## src/rtl/mips_pkg.sv

```systemverilog
// Shared types for the MMIO store path: word/select types and the channel decode helper.
package mips_pkg;
  localparam int NUM_CH = 8;
  localparam int SEL_W  = 3;

  typedef logic [31:0]      word_t;
  typedef logic [SEL_W-1:0] ch_sel_t;

  // One-hot destination mask; broadcast targets every channel.
  function automatic logic [NUM_CH-1:0] sel_decode(ch_sel_t sel, logic bcast);
    logic [NUM_CH-1:0] m;
    m      = '0;
    m[sel] = 1'b1;
    if (bcast) m = '1;
    return m;
  endfunction
endpackage

```

## src/rtl/demux_8_router_if.sv

```systemverilog
// Source-side handshake plus the eight per-channel consumer handshakes of the router.
interface demux_8_router_if #(parameter int WIDTH = 32);
  import mips_pkg::*;

  logic                          in_valid;
  logic                          in_ready;
  logic [WIDTH-1:0]              in_data;
  ch_sel_t                       in_select;
  logic                          in_bcast;
  logic [NUM_CH-1:0]             out_valid;
  logic [NUM_CH-1:0]             out_ready;
  logic [NUM_CH-1:0][WIDTH-1:0]  out_data;
  logic                          busy;

  modport master (
    output in_valid, in_data, in_select, in_bcast, out_ready,
    input  in_ready, out_valid, out_data, busy
  );

  modport slave (
    input  in_valid, in_data, in_select, in_bcast, out_ready,
    output in_ready, out_valid, out_data, busy
  );
endinterface

```

## src/rtl/demux_slot.sv

```systemverilog
// One-entry holding register with valid/ready; free while empty or draining this cycle.
module demux_slot #(
  parameter int WIDTH = 32
) (
  input  logic             clk,
  input  logic             reset,
  input  logic             load,
  input  logic [WIDTH-1:0] load_data,
  input  logic             out_ready,
  output logic             out_valid,
  output logic [WIDTH-1:0] out_data,
  output logic             free
);
  logic             valid_q, valid_d;
  logic [WIDTH-1:0] data_q,  data_d;

  assign free      = !valid_q || out_ready;
  assign out_valid = valid_q;
  assign out_data  = data_q;

  // Load beats drain so a same-cycle drain+refill keeps the slot full.
  always_comb begin
    valid_d = valid_q;
    data_d  = data_q;
    if (load) begin
      valid_d = 1'b1;
      data_d  = load_data;
    end else if (out_ready && valid_q) begin
      valid_d = 1'b0;
    end
  end

  always_ff @(posedge clk) begin
    if (reset) begin
      valid_q <= 1'b0;
      data_q  <= '0;
    end else begin
      valid_q <= valid_d;
      data_q  <= data_d;
    end
  end
endmodule

```

## src/rtl/demux_8_router.sv

```systemverilog
// Routes one word stream to one of eight holding slots, or to all eight at once on broadcast.
module demux_8_router
  import mips_pkg::*;
#(
  parameter int WIDTH = 32
) (
  input  logic             clk,
  input  logic             reset,
  demux_8_router_if.slave  bus
);
  logic [NUM_CH-1:0] free;
  logic [NUM_CH-1:0] load;
  logic              accept;

  // Broadcast is all-or-nothing: every slot must be able to take the word.
  assign bus.in_ready = bus.in_bcast ? (&free) : free[bus.in_select];
  assign accept       = bus.in_valid && bus.in_ready;
  assign load         = accept ? sel_decode(bus.in_select, bus.in_bcast) : '0;
  assign bus.busy     = |bus.out_valid;

  for (genvar g = 0; g < NUM_CH; g++) begin : g_slot
    demux_slot #(.WIDTH(WIDTH)) u_slot (
      .clk       (clk),
      .reset     (reset),
      .load      (load[g]),
      .load_data (bus.in_data),
      .out_ready (bus.out_ready[g]),
      .out_valid (bus.out_valid[g]),
      .out_data  (bus.out_data[g]),
      .free      (free[g])
    );
  end
endmodule

```

## src/flat_wrapper.sv

```systemverilog
// flat-port wrapper written by rule: the top's interface ports become plain ports
module demux_8_router_flat import mips_pkg::*;
#(
  parameter int WIDTH = 32
)
  (clk, reset, bus_in_valid, bus_in_data, bus_in_select, bus_in_bcast, bus_out_ready, bus_in_ready, bus_out_valid, bus_out_data, bus_busy);
  demux_8_router_if #(.WIDTH(WIDTH)) bus_i ();
  input  logic clk;
  input  logic reset;
  input wire logic [$bits(bus_i.in_valid)-1:0] bus_in_valid;
  input wire logic [$bits(bus_i.in_data)-1:0] bus_in_data;
  input wire logic [$bits(bus_i.in_select)-1:0] bus_in_select;
  input wire logic [$bits(bus_i.in_bcast)-1:0] bus_in_bcast;
  input wire logic [$bits(bus_i.out_ready)-1:0] bus_out_ready;
  output wire logic [$bits(bus_i.in_ready)-1:0] bus_in_ready;
  output wire logic [$bits(bus_i.out_valid)-1:0] bus_out_valid;
  output wire logic [$bits(bus_i.out_data)-1:0] bus_out_data;
  output wire logic [$bits(bus_i.busy)-1:0] bus_busy;
  assign bus_i.in_valid = bus_in_valid;
  assign bus_i.in_data = bus_in_data;
  assign bus_i.in_select = bus_in_select;
  assign bus_i.in_bcast = bus_in_bcast;
  assign bus_i.out_ready = bus_out_ready;
  assign bus_in_ready = bus_i.in_ready;
  assign bus_out_valid = bus_i.out_valid;
  assign bus_out_data = bus_i.out_data;
  assign bus_busy = bus_i.busy;
  demux_8_router #(.WIDTH(WIDTH)) u_core (.clk(clk), .reset(reset), .bus(bus_i));
endmodule
```

## config.mk

```make
export PLATFORM = sky130hd
export DESIGN_NAME = demux_8_router_flat
export DESIGN_NICKNAME = d
export VERILOG_FILES = /design/src/rtl/mips_pkg.sv /design/src/rtl/demux_8_router_if.sv /design/src/rtl/demux_slot.sv /design/src/rtl/demux_8_router.sv /design/src/flat_wrapper.sv
export SDC_FILE = /design/constraint.sdc
export NUM_CORES = 1
export LEC_CHECK = 0
export CAP_MARGIN = 20
export CORE_ASPECT_RATIO = 1.75
export CORE_MARGIN = 4
export CORE_UTILIZATION = 43
export DETAILED_ROUTE_END_ITERATION = 8
export GPL_TIMING_DRIVEN = 0
export MAX_ROUTING_LAYER = met4
export PLACE_DENSITY = 0.75
export SLEW_MARGIN = 5
export SYNTH_ARGS = -nofsm -noshare
export SYNTH_HDL_FRONTEND = slang
export SYNTH_SLANG_ARGS = --single-unit
```

## constraint.sdc

```tcl
create_clock -name clk -period 2 [get_ports clk]
set_input_delay 0.4 -clock clk [delete_from_list [all_inputs] [get_ports clk]]
set_output_delay 0.4 -clock clk [all_outputs]
set_load 0.03 [all_outputs]
```

==> results.yml, run 1 <==
status:
  status: "finished, violations left"
  violations: "setup timing"
floorplan:
  chipHeight_um: 218
  initial_core_util_pct: 43.8
  die_area_um2: 27800
  ios: 313
  core_area_um2: 24600
  die_w_um: 128
  fp-row-count: 76
synthesis:
  synth-edff-count: 0
  syn_area_um2: 10800
  synth.distinct_cells: 42
  ys.flop_type: "dfxtp_1"
  syn_nets: 1019
  yosysTopAreaCell: "dfxtp_1"
  avgSynthCellArea_um2: 11.1
  yosysSeqAreaShare_pct: 49.0
  ys_ff_latch: 264
  async_flop_share_pct: 0
  yosysWarnings: 0
  netlist.area_leader.share_pct: 49.0
  netlist_instances: 972
  netlist_top_cells_area: "dfxtp_1 (49%), mux2i_1 (24%), nand2b_1 (17%)"
power_and_ir_drop:
  p_total_mw: 13.6
  p_leak_nw: 7.49
  worst_ir_drop_vdd_mv: 0.768
  powerDensity_nw_per_um2: 812
run:
  cap_violations: 0
critical_path:
  critPathTopFamily: "simple AND/OR/NAND/NOR gates"
  rr_startpoint: "u_core.g_slot[0].u_slot.out_valid"
  worstPathCellList: "dlygate4sd2_1 -> buf_6 -> buf_4 -> nand3b_1 -> o22ai_2 -> or4b_4 -> nand2_2 -> buf_6"
  worstPathRequired_ns: 1.60
  r2r_cells: 11
  slowest_stage: "or4b_4"
  cp_max_fo: 6
  cpPeakStageDelay_ns: 0.56
  startpoint: "bus_in_select[1]"
  cp-start-kind: "input port"
  crit_path_end_kind: "primary output"
  cp.arrival_ns: 1.97
  crit_path_frequent_cell: "buf_6"
  r2r_slack_ns: -0.34
  critPathBufInv: 4
  reg2reg_to: "u_core.g_slot[0].u_slot.out_data[4]"
  critPathKind: "input port to primary output"
clock_network:
  cts_sinks: 264
  numCtsBuffers: 25
  clkLatencyLatePin_ns: 0.52
  cts_tree: "yes"
  cts_root_buffer: "clkbuf_16"
  clk_pin_slew_ns: 0.06
  cts_max_level: 1
  cts_hold_repair.buffers: 0
  clockBufferDepth: 3
detailed_routing:
  viasPerCell: 4.93
  drt_iter0_markers: 281
  ant_nets: 0
  wirelength_um: 37300
  vias: 8449
  first_pass_iters: 4
  route.detailed.drc: 0
  wl_per_cell_um: 21.7
global_routing:
  grt_max_degree: 16
  grt_use_total_pct: 26.9
  grt_pass1_vias: 8976
  grt_antenna_before_repair: 0
  grt_pass1_wl_um: 55500
  grt_overflow: 0
finish:
  final_cell_area_um2: 16800
  layout_common_cells: "nand2b_1 (290), clkdlybuf4s50_1 (286), dfxtp_1 (261), mux2i_1 (255), buf_12 (50)"
  drive_gt1_share_pct: 14.3
  areaGrowthSynthToFinish_pct: 55.4
  nets: 1431
  layout_commonest_cell: "nand2b_1"
  diodes: 0
min_path:
  hold_path_end: "u_core.g_slot[2].u_slot.out_data[21]"
  worst_hold_path.num_cells: 2
  hold_path_class: "flop to flop"
  min_from: "u_core.g_slot[2].u_slot.out_data[21]"
placement:
  place_hpwl_um: 25100
  portBuffers: 310
  placed_area_um2: 14400
  gp_congestion: 0.808
  dpl_worst_slack_ns: -1.15
sta:
  slew_violations: 0
  hold_ws_ns: 0.470
  setup_slack_ns: -0.375
  rsz0062_at_grt: "yes"
  relSlewSlack_pct: 57.2
  tightest_slew_ns: 0.643
  fin_worst_skew_ns: 0.00838
  max_freq_mhz: 421
  setup_viol: 265
  fin_crit_ns: 2.37
  hold_viol: 0
  tns_ns: -49.60
  period_share_pct: 119
==> final cells by class <==
cell class,count,area (um2)
clock inverter,6,68.8
buffer,100,812
inverter,2,7.51
timing repair buffer,386,4420
fill,1928,7870
multi-input combinational,605,5000
clock buffer,39,768
tap,312,390
sequential,264,5290
==> sequential cells by signal (all words and copies together), names as in the netlist <==
register,flops
u_core.g_slot.u_slot.out_valid,8
u_core.g_slot.u_slot.out_data,256
==> cell families (layout without fill, tap and decap cells) <==
logic type	count (synthesis)	in the layout	share of synthesized area (%)
AND/OR/NAND/NOR	321	321	19.0
flip-flops	264	264	49.0
multiplexers	256	256	23.8
buffers and inverters	103	533	5.65
AO/OA/AOI/OAI	28	28	2.63
==> worst min-delay path, stage by stage, from the launching register on <==
cell      delay (ns)
dfxtp_1         0.31
nand2b_1        0.06
mux2i_1         0.06
==> cells in the mapped netlist, types with 2 or more instances <==
master	n
buf_1	33
nor4_1	2
a21oi_1	8
dfxtp_1	264
nand2b_1	295
o21a_1	3
o211ai_4	3
a21boi_0	2
nand2_1	6
mux2i_1	256
buf_6	22
inv_1	2
o21ai_4	4
or3b_1	2
clkbuf_1	32
buf_4	12
==> how the worst max path moves through the flow <==
stage	cells past startpoint	endpoint
after floorplan	8	u_core.g_slot[4].u_slot.out_data[21]
after global placement	7	bus_in_ready
after detailed placement	7	bus_in_ready
after CTS	5	bus_in_ready
after global routing	5	bus_in_ready
final	8	bus_in_ready
==> per-layer routing <==
layer | vias up | wire [um] | GRT usage (%)
met5 | - | 0 | -
met4 | 0 | 1780 | 11.0
met3 | 85 | 2130 | 4.85
met2 | 286 | 20200 | 49.8
met1 | 4053 | 13200 | 27.6
li1 | 4025 | - | -
==> repair_timing <==
| item | 4_1_cts | 5_1_grt |
|---|---|---|
| buffers inserted | 53 | 7 |
| pin swaps | 15 | 5 |
| endpoints found under the hold margin | 0 | 0 |
| endpoints found under the setup margin | 286 | 327 |
| gates resized for setup | 134 | 7 |
| gates cloned | 21 | 0 |
==> through the flow <==
stage	utilization, %	instances
global placement	58.4	1594
detailed placement	58.4	1594
CTS	68.3	1713
finish	68.1	1714
global route	68.1	1714
floorplan	-	972
==> report_power, final <==
part	total (mW)	leakage [nW]	internal [mW]	switching, mW
Clock	4.83	0.403	2.78	2.05
Sequential	5.73	2.15	5.56	0.175
Combinational	3.05	4.93	1.47	1.58
Total	13.6	7.49	9.81	3.81
No activity file was read; power rests on OpenSTA's default activity.
==> run 2: changes to the inputs <==
--- a/config.mk
+++ b/config.mk
@@ -8,11 +8,12 @@
 export CAP_MARGIN = 20
 export CORE_ASPECT_RATIO = 1.75
 export CORE_MARGIN = 4
-export CORE_UTILIZATION = 43
+export CORE_UTILIZATION = 57
 export DETAILED_ROUTE_END_ITERATION = 8
+export DONT_BUFFER_PORTS = 1
 export GPL_TIMING_DRIVEN = 0
 export MAX_ROUTING_LAYER = met4
-export PLACE_DENSITY = 0.75
+export PLACE_DENSITY = 0.74
 export SLEW_MARGIN = 5
 export SYNTH_ARGS = -nofsm -noshare
 export SYNTH_HDL_FRONTEND = slang
==> results.yml, run 2 (same netlist as run 1, synthesis figures left out) <==
placement:
  gp_congestion: 0.810
  portBuffers: 0
  placed_cells: 1210
  place_hpwl_um: 21600
sta:
  fin_crit_ns: 2.27
  fin_worst_skew_ns: 0.0115
  rsz0062_at_grt: "yes"
  hold_viol: 0
  tns_ns: -36.88
  slew_violations: 0
  setup_viol: 260
  setup_slack_ns: -0.272
  period_share_pct: 114
  max_freq_mhz: 440
  tightest_slew_ns: 0.762
  hold_ws_ns: 0.0890
  relSlewSlack_pct: 49.2
finish:
  layout_commonest_cell: "nand2b_1"
  areaGrowthSynthToFinish_pct: 23.0
  stdcell_count: 1317
  largest_reg_flops: 256
  diodes: 0
  layout_common_cells: "nand2b_1 (290), dfxtp_1 (263), mux2i_1 (253), clkbuf_1 (37)"
  drive_gt1_share_pct: 16.3
  nets: 1111
floorplan:
  chipHeight_um: 190
  initial_core_util_pct: 58.1
  core_area_um2: 18600
  die_area_um2: 21300
  ios: 313
  die_w_um: 112
  fp-row-count: 66
critical_path:
  cp-start-kind: "flop"
  worstPathRequired_ns: 1.60
  crit_path_end_kind: "primary output"
  critPathKind: "flop to primary output"
  cp_max_fo: 3
  r2r_slack_ns: -0.26
  cp-endpoint: "bus_in_ready"
  reg2reg_to: "u_core.g_slot[2].u_slot.out_data[30]"
  rr_startpoint: "u_core.g_slot[0].u_slot.out_valid"
  r2r_cells: 10
  startpoint: "u_core.g_slot[0].u_slot.out_valid"
  cp.arrival_ns: 1.87
power_and_ir_drop:
  intPower_mw: 8.79
  power_frac_comb_pct: 13.5
  p_sw_share_pct: 29.1
  seqPwrFrac_pct: 51.4
  powerDensity_nw_per_um2: 935
  p_clk_share_pct: 35.1
  p_leak_nw: 6.11
  p_switching_mw: 3.61
  worst_ir_drop_vdd_mv: 0.725
global_routing:
  grt_antenna_before_repair: 0
  grt_use_total_pct: 29.1
  grt_overflow: 0
  grt_max_degree: 17
  grt_pass1_wl_um: 46400
  grt_pass1_vias: 7482
detailed_routing:
  viasPerCell: 5.54
  met3_length_um: 2940
  ant_nets: 0
  top_layer: "met4"
  wirelength_um: 33100
  wl_per_cell_um: 25.1
  route.detailed.drc: 0
  vias: 7296
  first_pass_iters: 4
  drt_iter0_markers: 366
  wl_met2_um: 17500
  wl_met1_um: 11300
status:
  violations: "setup timing"
  status: "finished, violations left"
clock_network:
  clkLatencyLatePin_ns: 0.51
  clk_pin_slew_ns: 0.07
  cts_max_level: 1
  cts_root_buffer: "clkbuf_16"
  numCtsBuffers: 23
  clockBufferDepth: 3
  cts_tree: "yes"
  cts_sinks: 264
run:
  cap_violations: 0
min_path:
  hold_path_class: "input port to flop"
run 2: repair_timing:
action                                  CTS  global route
hold buffers                              0             0
endpoints found under the setup margin  261           259
gates cloned                             10            11
buffers inserted                         25            35
resized for setup                        54            55
pin swaps                                13            12
run 2: how the worst min path moves through the flow:
| stage | end | slack (ns) | start | depth (start not counted) |
|---|---|---|---|---|
| floorplan | u_core.g_slot[2].u_slot.out_valid | 0.48 | u_core.g_slot[2].u_slot.out_valid | 2 |
| global placement | u_core.g_slot[2].u_slot.out_valid | 0.52 | u_core.g_slot[2].u_slot.out_valid | 2 |
| detailed placement | u_core.g_slot[2].u_slot.out_valid | 0.52 | u_core.g_slot[2].u_slot.out_valid | 2 |
| CTS | u_core.g_slot[2].u_slot.out_valid | 0.04 | bus_out_ready[2] | 2 |
| global route | u_core.g_slot[7].u_slot.out_valid | 0.08 | bus_out_ready[7] | 2 |
| finish | u_core.g_slot[3].u_slot.out_valid | 0.09 | bus_out_ready[3] | 2 |
run 2: layout make-up:
class                           instances  area (um2)
Fill cell                            1360        5310
Sequential cell                       264        5290
Multi-Input combinational cell        605        5050
Timing Repair Buffer                   73        1200
Buffer                                 95         708
Clock buffer                           31         636
Tap cell                              238         298
Clock inverter                          9        76.3
Inverter                                2        7.51
run 2: critical path, stage by stage (launching register included):
cell     delay [ns]
dfxtp_4        0.34
or4b_4         0.21
a31oi_4        0.09
or4b_4         0.59
nand2_8        0.13
run 2: through the flow:
step           setup WS, ns  util (%)  power [mW]  instance area, um2
3_3_place_gp         -0.401      60.1        7.66               11200
3_5_place_dp         -0.436      60.1        7.68               11200
2_1_floorplan       -0.0736         -        7.32               10900
6_report             -0.272      71.4        12.4               13300
5_1_grt              -0.341      71.4        12.7               13300
4_1_cts              -0.266      68.3        12.2               12700
run 2: per-layer routing:
metal	up-vias	global-route usage [%]
met5	-	-
met4	0	11.8
met3	72	9.61
met2	284	52.0
met1	3553	28.9
li1	3387	-
run 2: power by group through the flow:
stage,combinational (mW),clock [mW],sequential (mW)
4_1_cts,1.48,4.38,6.38
6_report,1.68,4.35,6.38
3_3_place_gp,1.17,0,6.50
3_5_place_dp,1.19,0,6.50
5_1_grt,1.77,4.57,6.40
2_1_floorplan,0.932,0,6.39
==> run 3: changes to the inputs <==
--- a/config.mk
+++ b/config.mk
@@ -11,6 +11,7 @@
 export CORE_UTILIZATION = 57
 export DETAILED_ROUTE_END_ITERATION = 8
 export DONT_BUFFER_PORTS = 1
+export GPL_ROUTABILITY_DRIVEN = 0
 export GPL_TIMING_DRIVEN = 0
 export MAX_ROUTING_LAYER = met4
 export PLACE_DENSITY = 0.74
==> results of run 3 <==
The final DEF is identical to that of run 2; final timing and power are the same.
